<file path="config.mk">
export PLATFORM = sky130hd
export DESIGN_NAME = mem_port_arbiter
export DESIGN_NICKNAME = d
export VERILOG_FILES = /design/src/rtl/mem_arb_pkg.sv /design/src/rtl/multiplexer2x1.sv /design/src/rtl/mem_port_arbiter.sv
export SDC_FILE = /design/constraint.sdc
export NUM_CORES = 1
export LEC_CHECK = 0
export CORE_UTILIZATION = 42
export CTS_BUF_LIST = sky130_fd_sc_hd__clkbuf_4
export DETAILED_ROUTE_END_ITERATION = 10
export DONT_BUFFER_PORTS = 1
export PLACE_DENSITY_LB_ADDON = 0.05
export REMOVE_ABC_BUFFERS = 1
export SYNTH_ARGS = -nofsm -noshare
export SYNTH_HDL_FRONTEND = slang
export SYNTH_SLANG_ARGS = --single-unit
</file>
<file path="constraint.sdc">
create_clock -name clk -period 6.3 [get_ports clk]
set_input_delay 0.63 -clock clk [delete_from_list [all_inputs] [get_ports clk]]
set_output_delay 0.63 -clock clk [all_outputs]
set_load 0.02 [all_outputs]
</file>
<file path="src/rtl/mem_arb_pkg.sv">
// Shared types and constants for the IF/LS memory-port arbiter.
package mem_arb_pkg;

    typedef enum logic [1:0] {IDLE, ISSUE, WAIT, RESP} state_t;

    localparam logic OWN_IF = 1'b0;
    localparam logic OWN_LS = 1'b1;

    function automatic int cnt_width(input int lat);
        return $clog2(lat + 1);
    endfunction

endpackage

</file>
<file path="src/rtl/multiplexer2x1.sv">
// Generic 2:1 multiplexer used on the memory address path (sel=1 picks b).
module multiplexer2x1 #(
    parameter int WIDTH = 32
) (
    input  logic [WIDTH-1:0] a,
    input  logic [WIDTH-1:0] b,
    input  logic             sel,
    output logic [WIDTH-1:0] y
);

    assign y = sel ? b : a;

endmodule

</file>
<file path="src/rtl/mem_port_arbiter.sv">
// Round-robin arbiter and access sequencer sharing one memory port between
// instruction fetch and load/store; every output is driven from a register.
module mem_port_arbiter
    import mem_arb_pkg::*;
#(
    parameter int ADDR_W = 32,
    parameter int DATA_W = 32,
    parameter int LAT    = 1
) (
    input  logic              clk,
    input  logic              rst,
    input  logic              if_req,
    input  logic [ADDR_W-1:0] if_addr,
    output logic              if_gnt,
    output logic              if_rvalid,
    input  logic              ls_req,
    input  logic              ls_we,
    input  logic [ADDR_W-1:0] ls_addr,
    input  logic [DATA_W-1:0] ls_wdata,
    output logic              ls_gnt,
    output logic              ls_rvalid,
    output logic [DATA_W-1:0] rdata,
    output logic              mem_sel,
    output logic              mem_en,
    output logic              mem_we,
    output logic [ADDR_W-1:0] mem_addr,
    output logic [DATA_W-1:0] mem_wdata,
    input  logic [DATA_W-1:0] mem_rdata
);

    localparam int CNT_W = cnt_width(LAT);

    state_t            state, state_nx;
    logic              owner, owner_nx;
    logic              last_owner, last_owner_nx;
    logic              is_store, is_store_nx;
    logic [CNT_W-1:0]  cnt, cnt_nx;

    logic              if_gnt_nx, ls_gnt_nx, if_rvalid_nx, ls_rvalid_nx;
    logic              mem_en_nx, mem_we_nx, mem_sel_nx;
    logic [ADDR_W-1:0] mem_addr_nx;
    logic [DATA_W-1:0] mem_wdata_nx, rdata_nx;

    logic              win_valid;
    logic              winner;
    logic [ADDR_W-1:0] mux_addr;

    // On a tie the requester that did not own the previous access wins.
    assign win_valid = if_req | ls_req;
    assign winner    = (if_req && ls_req) ? ~last_owner : (ls_req ? OWN_LS : OWN_IF);

    multiplexer2x1 #(.WIDTH(ADDR_W)) u_addr_mux (
        .a   (if_addr),
        .b   (ls_addr),
        .sel (winner),
        .y   (mux_addr)
    );

    always_ff @(posedge clk or posedge rst) begin
        if (rst) state <= IDLE;
        else     state <= state_nx;
    end

    always_comb begin
        state_nx = state;
        unique case (state)
            IDLE:    if (win_valid) state_nx = ISSUE;
            ISSUE:   state_nx = WAIT;
            WAIT:    if (cnt == CNT_W'(1)) state_nx = RESP;
            RESP:    state_nx = IDLE;
            default: state_nx = IDLE;
        endcase
    end

    // Computes next values of the registered outputs; strobes default low.
    always_comb begin
        if_gnt_nx     = 1'b0;
        ls_gnt_nx     = 1'b0;
        if_rvalid_nx  = 1'b0;
        ls_rvalid_nx  = 1'b0;
        mem_en_nx     = 1'b0;
        mem_we_nx     = 1'b0;
        mem_sel_nx    = mem_sel;
        mem_addr_nx   = mem_addr;
        mem_wdata_nx  = mem_wdata;
        rdata_nx      = rdata;
        cnt_nx        = cnt;
        owner_nx      = owner;
        last_owner_nx = last_owner;
        is_store_nx   = is_store;
        unique case (state)
            IDLE: begin
                if (win_valid) begin
                    owner_nx     = winner;
                    is_store_nx  = (winner == OWN_LS) && ls_we;
                    if_gnt_nx    = (winner == OWN_IF);
                    ls_gnt_nx    = (winner == OWN_LS);
                    mem_en_nx    = 1'b1;
                    mem_we_nx    = (winner == OWN_LS) && ls_we;
                    mem_sel_nx   = winner;
                    mem_addr_nx  = mux_addr;
                    mem_wdata_nx = ls_wdata;
                end
            end
            ISSUE: begin
                cnt_nx        = CNT_W'(LAT);
                last_owner_nx = owner;
            end
            WAIT: begin
                cnt_nx = cnt - CNT_W'(1);
                if (cnt == CNT_W'(1)) begin
                    if (!is_store) rdata_nx = mem_rdata;
                    if_rvalid_nx = (owner == OWN_IF);
                    ls_rvalid_nx = (owner == OWN_LS);
                end
            end
            RESP: begin
            end
            default: begin
            end
        endcase
    end

    always_ff @(posedge clk or posedge rst) begin
        if (rst) begin
            if_gnt     <= 1'b0;
            ls_gnt     <= 1'b0;
            if_rvalid  <= 1'b0;
            ls_rvalid  <= 1'b0;
            mem_en     <= 1'b0;
            mem_we     <= 1'b0;
            mem_sel    <= 1'b0;
            mem_addr   <= '0;
            mem_wdata  <= '0;
            rdata      <= '0;
            cnt        <= '0;
            owner      <= OWN_IF;
            last_owner <= OWN_LS;
            is_store   <= 1'b0;
        end else begin
            if_gnt     <= if_gnt_nx;
            ls_gnt     <= ls_gnt_nx;
            if_rvalid  <= if_rvalid_nx;
            ls_rvalid  <= ls_rvalid_nx;
            mem_en     <= mem_en_nx;
            mem_we     <= mem_we_nx;
            mem_sel    <= mem_sel_nx;
            mem_addr   <= mem_addr_nx;
            mem_wdata  <= mem_wdata_nx;
            rdata      <= rdata_nx;
            cnt        <= cnt_nx;
            owner      <= owner_nx;
            last_owner <= last_owner_nx;
            is_store   <= is_store_nx;
        end
    end

endmodule

</file>
==> summary.txt, run 1 <==
Detailed routing
  • DR vias: about 2900
  • Initial DRT Pass Iterations: 4
  • Mean routed wirelength per cell: 19.1 µm
  • Initial drt markers: between 150 and 200
  • DR vias/cell: roughly 5.3
  • Post-route ant nets: 0
  • DRC viols: 0
  • WL final: just over 10000 µm

Placement
  • Post-detail-place hpwl: 7000 µm
  • Cell Area, Placed: approximately 4500 µm²
  • Routability cong.: ~0.77
  • IO Port Bufs: 0
  • Post-Place Setup Slack: around 3.7 ns

Synth
  • Yosys warnings: 0
  • Fraction of registers with async set/reset: 1.00
  • Number of enable flip-flop cells after synthesis: 0
  • Synthesized area: around 4500 µm²
  • Yosys reg bits: roughly 110
  • Distinct cell type count after synthesis: 23
  • Mean post-synth cell area: 10.8 µm²
  • Post-synth top flop: dfrtp_1
  • Mapped Cells: 414
  • Seq/Total Area, Yosys: 0.607

Timing
  • Crit path time final: approximately 2.6 ns
  • Max frequency: a little under 400 MHz
  • Worst slew pin tran: 1.13 ns
  • Setup_tns: 0 ns
  • Clock skew: 0.0111 ns
  • Slew Viols, Final: 0
  • Final period util: 0.406
  • Final Hold Slack: approximately 0.098 ns
  • Count of final setup violators: 0
  • Fin. Hold Viols: 0
  • Worst slew margin: 0.248
  • Post-route setup slack: approximately 3.7 ns
  • RSZ-0062 raised after global routing: no

Status
  • Status: complete, no violations

CTS
  • Worst-Skew Late Latency: around 0.44 ns
  • Clk root buf: clkbuf_4
  • Num CTS Buffers: 9
  • CTS Buffer Depth: 2
  • Post-cts sizing count: 0
  • Hold buffers post-CTS: 0
  • CTS sink cnt: about 110
  • Worst-path clk slew: around 0.15 ns
  • CTS tree: built
  • CTS H-tree lvls: 3
  • Setup repair bufs after CTS: 0

Die
  • Effective utilization at floorplan: 0.431
  • Die area: 11000 µm²
  • Rows: 37
  • Chip width: between 100 and 150 µm
  • Height of the chip: between 100 and 150 µm
  • CORE AREA: 10300 µm²
  • Num ports: ~240

Critical path
  • Cell Chain, Critical Path: inv_1, ha_1, o21ai_4, buf_4, inv_2, nor2_1, a21oi_1
  • Buf+Inv Stages, Crit Path: 3
  • Critical Path Start Type: register
  • WS Path Type: register to register
  • Crit path arrival time: 2.90 ns
  • CP required: 6.64 ns
  • Largest stage delay on the critical path: 0.63 ns
  • Setup crit start: state[0]
  • Worst r2r src: state[0]
  • Cell family with most CP delay: buffers and inverters
  • Flop-to-flop setup slack: about 3.7 ns
  • Worst Setup End Kind: register
  • Crit Path Max Fanout: 68
  • Max stage delay cell, worst path: inv_2

Final layout
  • Final instance area: about 4600 µm²
  • Layout Utilization: 0.446
  • Post-layout net count: roughly 540
  • # diodes: 0
  • Layout fillers: between 900 and 1000
  • Layout cells sized above 1: 0.146
  • Area growth from synthesis to layout: 3.48%

GRT
  • Vias in the first global route: ~3000
  • Largest net degree at the start of global routing: just under 70
  • Remaining Overflow, GRT: 0
  • Global Route Usage Sum: 0.189
  • First-pass GRT wire length: 16100 µm
  • Initial antenna violation count: 0

Pwr
  • Maximum resistive drop on vdd: 0.000372 V
  • Pleak: 2.28 nW
  • PwrDens: 617 nW/µm²

Flow run
  • Max cap viols: 0

Min path
  • Hold crit path type: input pin to async pin
-- cell usage after synthesis, types with 2 or more instances --
| library cell | number | area (µm²) |
|---|---|---|
| buf_2 | 13 | 65.1 |
| nand2_1 | 129 | 484 |
| nor2_1 | 35 | 131 |
| buf_12 | 3 | 60.1 |
| ha_1 | 3 | 37.5 |
| mux2_4 | 30 | 450 |
| mux2_2 | 5 | 56.3 |
| a21oi_1 | 65 | 325 |
| clkbuf_1 | 7 | 26.3 |
| a21o_1 | 2 | 15.0 |
| dfrtp_1 | 107 | 2680 |
| inv_1 | 4 | 15.0 |
-- stage by stage --
step | instances | power (mW)
after floorplan | 390 | 2.33
after global placement | 528 | 2.53
after detailed placement | 528 | 2.55
after CTS | 541 | 2.88
after global routing | 541 | 3.04
final | 541 | 2.84
-- path summary, 6_finish.rpt --
path / depth (start not counted) / end
setup / recovery: 7 / mem_addr[31]
hold / removal: 1 / rdata[15]
setup reg to reg: 7 / mem_addr[31]
hold reg to reg: 1 / is_store
max in group asynchronous: 2 / rdata[21]
min in group clk: 2 / mem_addr[10]
-- layout make-up --
class / instances / area (µm²) / area share
clock buffers: 9 / 67.6 / 0.0147
clock inverters: 4 / 43.8 / 0.00950
inverters: 4 / 17.5 / 0.00380
multi-input cells: 278 / 1590 / 0.345
flip-flops and latches: 108 / 2700 / 0.587
well taps: 136 / 170 / 0.0369
repair buffers: 2 / 15.0 / 0.00326
-- report_power, final --
part / leakage (nW) / switching, mW / internal, mW
Sequential: 1.28 / 0.660 / 1.04
Clock: 0.0649 / 0.209 / 0.113
Combinational: 0.938 / 0.417 / 0.410
Total: 2.28 / 1.29 / 1.56
-- cells by family (layout without fill, tap and decap cells) --
kind of cell / count (synthesis) / count (layout) / share of synthesized area
adder cells (fa/ha/maj): 3 / 3 / 0.00843
multiplexers: 35 / 35 / 0.114
flip-flops: 108 / 108 / 0.607
AND/OR/NAND/NOR: 169 / 169 / 0.146
buffers and inverters: 28 / 19 / 0.0399
AO/OA/AOI/OAI: 71 / 71 / 0.0846
-- routing by layer --
metal  vias up  global-route usage  share of wire
li1       1311                   -              -
met1      1394               0.237           0.40
met2       150               0.290           0.48
met3        14              0.0786          0.095
met4         0              0.0734          0.022
met5         -                   0              0
-- cells in the final DEF, fill, tap and decap left out, types with 2 or more instances in the layout --
cell type | netlist | layout
clkbuf_4 | 0 | 9
buf_4 | 0 | 2
ha_1 | 3 | 3
inv_1 | 4 | 2
mux2_4 | 30 | 30
a21o_1 | 2 | 2
nor2_1 | 35 | 35
a21oi_1 | 65 | 65
nand2_1 | 129 | 129
dfrtp_1 | 107 | 107
mux2_2 | 5 | 5
clkinv_2 | 0 | 2
-- state kept, by name (all words and copies together) (netlist names), 2 cells and up --
| register | flops |
|---|---|
| mem_wdata | 32 |
| mem_addr | 32 |
| state | 2 |
| rdata | 32 |
(Power assumes the default switching activity.)
==> run 2, diff against run 1 <==
==> constraint.sdc (replaced) <==
create_clock -name clk -period 2.6 [get_ports clk]
set_input_delay 0.26 -clock clk [delete_from_list [all_inputs] [get_ports clk]]
set_output_delay 0.26 -clock clk [all_outputs]
set_load 0.02 [all_outputs]
==> run 2 against run 1 <==
  * The flow now stops in clock tree synthesis (4_1_cts)
  * Synthesized area unchanged
  * Synthesized cell count unchanged
==> summary.txt, run 2 <==
Placement
  • IO Port Bufs: 0
  • Post-Place Setup Slack: 0.604 ns
  • Routability cong.: between 0.7 and 0.8
  • Cell Area, Placed: 4550 µm²
  • Post-detail-place hpwl: between 7000 and 8000 µm

Synth
  • Fraction of registers with async set/reset: 1.00
  • Synthesized area: 4450 µm²
  • Yosys warnings: 0
  • Seq/Total Area, Yosys: 0.607
  • Most frequent cell after synthesis: nand2_1
  • Synth top area share: 0.601
  • Yosys reg bits: roughly 110
  • Largest cells by area after synthesis: dfrtp_1, nand2_1, mux2_4, a21oi_1, nor2_1
  • Dominant cell type by area after synthesis: dfrtp_1
  • Mapped Cells: just over 400
  • Post-synth top flop: dfrtp_1
  • Post-synth top cells: nand2_1, dfrtp_1, a21oi_1
  • Mean post-synth cell area: approximately 11 µm²
  • Distinct cell type count after synthesis: 23
  • Number of enable flip-flop cells after synthesis: 0

Die
  • Rows: 37
  • Height of the chip: 105 µm
  • Effective utilization at floorplan: 0.431
  • Chip width: approximately 100 µm
  • Num ports: 236

CTS
  • CTS sink cnt: between 100 and 150
  • Num CTS Buffers: 9
  • CTS H-tree lvls: 3
  • Setup repair bufs after CTS: 0
  • Post-cts sizing count: 0
  • CTS Buffer Depth: 2
  • Hold buffers post-CTS: 110
  • Clk root buf: clkbuf_4

Status
  • Status: stopped before the end
  • Stop err: [ERROR RSZ-0060] Max buffer count reached.
  • Exit stage: clock tree synthesis (4_1_cts)
==> run 2: cell counts after synthesis <==
Identical to the previous run, type by type.
==> run 2: stage by stage <==
step	utilization	instances	setup TNS, ns
after floorplan	-	390	-178.22
after global placement	0.441	532	0
after detailed placement	0.441	532	0
==> run 2: kinds of logic after synthesis <==
group / after synthesis / synth area share
AOI/OAI and AO/OA: 71 / 0.0846
adders and majority gates: 3 / 0.00843
buffers and inverters: 28 / 0.0399
DFF: 108 / 0.607
muxes: 35 / 0.114
and+or+nand+nor: 169 / 0.146
==> run 3, diff against run 2 <==
--- a/config.mk
+++ b/config.mk
@@ -5,11 +5,10 @@
 export SDC_FILE = /design/constraint.sdc
 export NUM_CORES = 1
 export LEC_CHECK = 0
-export CORE_UTILIZATION = 42
-export CTS_BUF_LIST = sky130_fd_sc_hd__clkbuf_4
+export CORE_UTILIZATION = 27
 export DETAILED_ROUTE_END_ITERATION = 10
 export DONT_BUFFER_PORTS = 1
-export PLACE_DENSITY_LB_ADDON = 0.05
+export PLACE_DENSITY_LB_ADDON = 0.15
 export REMOVE_ABC_BUFFERS = 1
 export SYNTH_ARGS = -nofsm -noshare
 export SYNTH_HDL_FRONTEND = slang
==> run 3 against run 2 <==
  * The flow now finishes without violations
==> summary.txt, run 3 (synthesis results as in run 1) <==
Timing
  • Slew Viols, Final: 0
  • RSZ-0062 raised after global routing: no
  • Setup_tns: 0 ns
  • Count of final setup violators: 0
  • Crit path time final: 1.90 ns
  • Final period util: 0.732
  • Clock skew: approximately 0.0070 ns
  • Max frequency: between 500 and 600 MHz
  • Worst slew pin tran: between 0.7 and 0.8 ns
  • Post-route setup slack: roughly 0.70 ns
  • Worst slew margin: 0.506
  • Fin. Hold Viols: 0

CTS
  • CTS H-tree lvls: 3
  • CTS tree: built
  • Num CTS Buffers: 9
  • CTS sink cnt: ~110
  • Worst-Skew Late Latency: ~0.34 ns
  • Worst-path clk slew: 0.07 ns
  • Clk root buf: clkbuf_16
  • CTS Buffer Depth: 2
  • Post-cts sizing count: 0

Placement
  • IO Port Bufs: 0
  • Post-Place Setup Slack: between 0.6 and 0.7 ns
  • Cell Area, Placed: between 4000 and 5000 µm²
  • Routability cong.: 0.681
  • Post-detail-place hpwl: ~8000 µm

Detailed routing
  • Initial DRT Pass Iterations: 4
  • Mean routed wirelength per cell: 17.6 µm
  • DR vias/cell: roughly 4.5
  • DRC viols: 0
  • DR vias: about 2900
  • Post-route ant nets: 0
  • WL final: between 10000 and 15000 µm
  • Initial drt markers: 59

Final layout
  • Layout cells sized above 1: 0.156
  • Final instance area: roughly 5000 µm²
  • Area growth from synthesis to layout: 13.1%
  • Layout fillers: ~1700
  • Post-layout net count: 550
  • Multi-input logic area: about 1600 µm²
  • Most frequent cells in the layout: nand2_1, dfrtp_1, a21oi_1, nor2_1, mux2_4
  • Sequential Area: ~2700 µm²
  • # diodes: 0
  • Most common cell after layout, fill and taps aside: nand2_1
  • Top flop regs: mem_addr x32, mem_wdata x32, rdata x32

Critical path
  • Buf+Inv Stages, Crit Path: 2
  • Crit path arrival time: between 2 and 2.5 ns
  • Crit Path Max Fanout: 21
  • Largest stage delay on the critical path: about 0.46 ns
  • WS Path Type: register to register
  • Cell family with most CP delay: simple AND/OR/NAND/NOR gates
  • Worst Setup End Kind: register
  • Critical Path Start Type: register
  • CP required: around 2.8 ns
  • Cell Chain, Critical Path: inv_1, ha_1, nand2_1, or2_2, buf_12, mux2_4
  • Critical path depth: 6
  • Max stage delay cell, worst path: or2_2
  • Cell depth of the worst flop-to-flop path: 6

GRT
  • First-pass GRT wire length: around 16000 µm
  • Remaining Overflow, GRT: 0
  • Global Route Usage Sum: 0.128
  • Largest net degree at the start of global routing: 68
  • Vias in the first global route: 2974
  • Initial antenna violation count: 0

Pwr
  • PnR Total Power: 7.60 mW
  • Pleak: 2.42 nW
  • PwrDens: approximately 1500 nW/µm²
  • Maximum resistive drop on vdd: 0.000501 V

Die
  • Die area: between 15000 and 20000 µm²
  • Height of the chip: 130 µm
  • Chip width: 130 µm
  • Effective utilization at floorplan: 0.278
  • Num ports: about 240
  • Rows: 46
  • CORE AREA: about 16000 µm²

Min path
  • Hold crit path type: input pin to register
  • Worst hold path cell count: 2

Status
  • Status: complete, no violations

Flow run
  • Max cap viols: 0
run 3: metrics by stage:
step	utilization	std cells	hold WS [ns]
CTS	0.315	634	0.000415
floorplan	-	390	0.365
finish	0.315	634	0.0228
global placement	0.291	611	0.300
global route	0.315	634	0.00886
detailed placement	0.291	611	0.300
run 3: path summary, 6_finish.rpt:
kind	startpoint	endpoint	slack, ns
setup / recovery	state[0]	rdata[6]	0.70
hold / removal	ls_wdata[30]	mem_wdata[30]	0.02
setup reg to reg	state[0]	rdata[6]	0.70
hold reg to reg	is_store	is_store	0.49
max in group asynchronous	rst	mem_addr[12]	1.33
min in group asynchronous	rst	rdata[17]	0.52
run 3: what timing repair did:
item / 4_1_cts / 5_1_grt
setup buffers: 0 / 0
hold buffers: 8 / 0
endpoints found under the hold margin: 61 / 0
run 3: area by class of cell:
class / instances / share of cell area
sequential: 108 / 0.537
multi-input combinational: 278 / 0.316
tap: 216 / 0.0537
clock buffer: 9 / 0.0447
timing repair buffer: 13 / 0.0308
clock inverter: 6 / 0.0147
inverter: 4 / 0.00348
run 3: report_power, final:
group          switching [mW]  total [mW]  internal (mW)
Sequential               1.62        4.13           2.52
Combinational            1.03        2.07           1.04
Clock                   0.640        1.39          0.754
run 3: layer usage:
metal / up-vias / track usage / routed length [µm]
li1: 1336 / - / -
met1: 1414 / 0.141 / 4300
met2: 105 / 0.223 / 5780
met3: 18 / 0.0403 / 818
met4: 0 / 0.0636 / 283
met5: - / 0 / 0
==> run 4, diff against run 3 <==
--- a/config.mk
+++ b/config.mk
@@ -5,6 +5,7 @@
 export SDC_FILE = /design/constraint.sdc
 export NUM_CORES = 1
 export LEC_CHECK = 0
+export ABC_AREA = 1
 export CORE_UTILIZATION = 27
 export DETAILED_ROUTE_END_ITERATION = 10
 export DONT_BUFFER_PORTS = 1
==> constraint.sdc (replaced) <==
create_clock -name clk -period 1.65 [get_ports clk]
set_input_delay 0.165 -clock clk [delete_from_list [all_inputs] [get_ports clk]]
set_output_delay 0.165 -clock clk [all_outputs]
set_load 0.02 [all_outputs]
==> run 4 against run 3 <==
  * Clock-buffer cell count stayed put
  * Sequential cell count stayed put
  * Fmax is 31% higher
  * Die area is 7.2% higher
  * Utilization is 3.5 points higher
  * Power is 62% higher
  * Worst setup slack worse by 0.50 ns
  * Largest cell class unchanged
  * Highest routed layer unchanged
==> summary.txt, run 4 <==
Status
  • Status: complete, no violations

Timing
  • Final period util: 0.878
  • Worst slew margin: 0.658
  • Fin. Hold Viols: 0
  • Crit path time final: roughly 1.4 ns
  • Max frequency: roughly 690 MHz
  • Count of final setup violators: 0
  • Slew Viols, Final: 0
  • RSZ-0062 raised after global routing: no
  • Clock skew: roughly 0.010 ns
  • Worst slew pin tran: between 0.5 and 0.6 ns

GRT
  • Largest net degree at the start of global routing: just under 50
  • Remaining Overflow, GRT: 0
  • Vias in the first global route: 4101
  • Initial antenna violation count: 0
  • Global Route Usage Sum: 0.150
  • First-pass GRT wire length: between 20000 and 25000 µm

Die
  • Num ports: 236
  • Die area: approximately 18000 µm²
  • Chip width: about 140 µm
  • Effective utilization at floorplan: 0.276
  • CORE AREA: 17300 µm²
  • Rows: 48
  • Height of the chip: ~140 µm

Synth
  • Yosys reg bits: around 110
  • Seq/Total Area, Yosys: 0.566
  • Mean post-synth cell area: 7.98 µm²
  • Yosys warnings: 0
  • Dominant cell type by area after synthesis: dfrtp_1
  • Post-synth top cells: nand2_1, dfrtp_1, nand3_1
  • Number of enable flip-flop cells after synthesis: 0
  • Largest cells by area after synthesis: dfrtp_1, nand2_1, nand3_1, inv_1, buf_4
  • Post-synth top flop: dfrtp_1
  • Synth top area share: 0.560
  • Mapped Cells: about 600
  • Fraction of registers with async set/reset: 1.00
  • Most frequent cell after synthesis: nand2_1
  • Synthesized area: 4780 µm²
  • Distinct cell type count after synthesis: 17

Detailed routing
  • Initial DRT Pass Iterations: 5
  • WL final: between 10000 and 15000 µm
  • Mean routed wirelength per cell: 15.1 µm
  • Post-route ant nets: 0
  • DRC viols: 0
  • DR vias: 3936
  • Initial drt markers: 154
  • DR vias/cell: around 4.4

Pwr
  • Pleak: roughly 3.3 nW
  • PnR Total Power: around 12 mW
  • Maximum resistive drop on vdd: approximately 0.00070 V
  • PwrDens: 2040 nW/µm²

Final layout
  • Post-layout net count: between 700 and 800
  • Most frequent cells in the layout: nand2_1, dfrtp_1, nand3_1, inv_1, dlygate4sd3_1
  • Layout fillers: 1797
  • Area growth from synthesis to layout: 26.7%
  • # diodes: 0
  • Most common cell after layout, fill and taps aside: nand2_1
  • Layout Utilization: 0.350
  • Layout cells sized above 1: 0.0530
  • Top flop regs: mem_addr x32, mem_wdata x32, rdata x32

Critical path
  • Cell family with most CP delay: buffers and inverters
  • FF-to-FF End: rdata[29]
  • Setup crit start: state[0]
  • Largest stage delay on the critical path: 0.39 ns
  • Critical path depth: 5
  • Crit Path Max Fanout: 31
  • Flop-to-flop setup slack: roughly 0.2 ns
  • Worst r2r src: state[0]
  • WS Path Type: register to register
  • Buf+Inv Stages, Crit Path: 2
  • Cell depth of the worst flop-to-flop path: 5
  • Max stage delay cell, worst path: dfrtp_1
  • Worst Setup End Kind: register
  • CP required: 1.94 ns
  • Cell Chain, Critical Path: inv_1, ha_1, buf_4, nand3_1, nand2_1
  • Critical Path Start Type: register
  • Worst Setup EP: rdata[29]
  • Crit path arrival time: 1.73 ns

CTS
  • Worst-path clk slew: 0.08 ns
  • CTS H-tree lvls: 3
  • CTS Buffer Depth: 2
  • Num CTS Buffers: 9
  • Clk root buf: clkbuf_16
  • CTS tree: built
  • CTS sink cnt: 108
  • Worst-Skew Late Latency: between 0.3 and 0.4 ns

Placement
  • Routability cong.: 0.761
  • IO Port Bufs: 0
  • Post-detail-place hpwl: a little under 9000 µm

Min path
  • Hold crit path type: input pin to register

Flow run
  • Max cap viols: 0
## run 4: cell count changes after synthesis, sizes merged, moves of 9 or more
cell / previous run / this run
nand2: 129 / 271
nand3: 0 / 98
mux2: 35 / 0
a21oi: 65 / 2
clkbuf: 7 / 16
inv: 4 / 73
nor2: 35 / 7
## run 4: how the worst min path moves through the flow
stage,from,end,depth (start not counted)
4_1_cts,if_addr[0],mem_addr[0],4
2_1_floorplan,ls_req,if_gnt,1
3_3_place_gp,rst,rdata[27],1
3_5_place_dp,rst,rdata[24],1
5_1_grt,if_addr[13],mem_addr[13],4
6_report,ls_req,mem_addr[27],3
## run 4: cells by family (layout without fill, tap and decap cells)
| group | after synthesis | count (layout) | synth area share |
|---|---|---|---|
| AO/OA/AOI/OAI | 4 | 4 | 0.00419 |
| adder cells (fa/ha/maj) | 3 | 3 | 0.00785 |
| buffers and inverters | 107 | 169 | 0.0966 |
| flip-flops | 108 | 108 | 0.566 |
| AND/OR/NAND/NOR | 377 | 377 | 0.326 |
## run 4: layout make-up
class	count	area, µm²	area share
sequential	108	2700	0.446
multi-input combinational	384	1620	0.267
timing repair buffer	80	833	0.138
tap	225	282	0.0465
inverter	73	277	0.0457
clock buffer	9	225	0.0372
clock inverter	7	120	0.0198
## run 4: routing by layer
layer  track usage  part of all wire  vias up
li1              -                 -     1924
met1         0.169              0.41     1831
met2         0.259              0.47      175
met3        0.0619              0.10        6
met4        0.0437            0.0086        0
met5             0                 0        -
## run 4: report_power, final
| group | switching (mW) | leakage [nW] | internal [mW] | total, mW |
|---|---|---|---|---|
| registers | 2.49 | 1.33 | 3.95 | 6.44 |
| clock network | 1.01 | 0.166 | 1.49 | 2.50 |
| logic | 2.16 | 1.79 | 1.22 | 3.38 |
## run 4: what timing repair did
action / in CTS / in global routing
hold endpoints to repair: 104 / 0
buffers inserted: 0 / 0
hold buffers: 68 / 0
gates resized for setup: 0 / 0
## run 4: through the flow
stage / instances / TNS, ns / hold WS (ns) / worst slack (ns) / cell area (µm²)
floorplan: 565 / -208.74 / 0.252 / -1.36 / 4590
global route: 886 / 0 / 0.0123 / 0.0900 / 6060
detailed placement: 802 / 0 / 0.107 / 0.175 / 5030
CTS: 886 / 0 / 0.000625 / 0.168 / 6060
finish: 886 / 0 / 0.0201 / 0.201 / 6060
global placement: 802 / 0 / 0.102 / 0.206 / 5030
## run 4: worst min-delay path, stage by stage
cell and delay (ns):
nand3_1 0.05, nand3_1 0.08, nand2_1 0.04
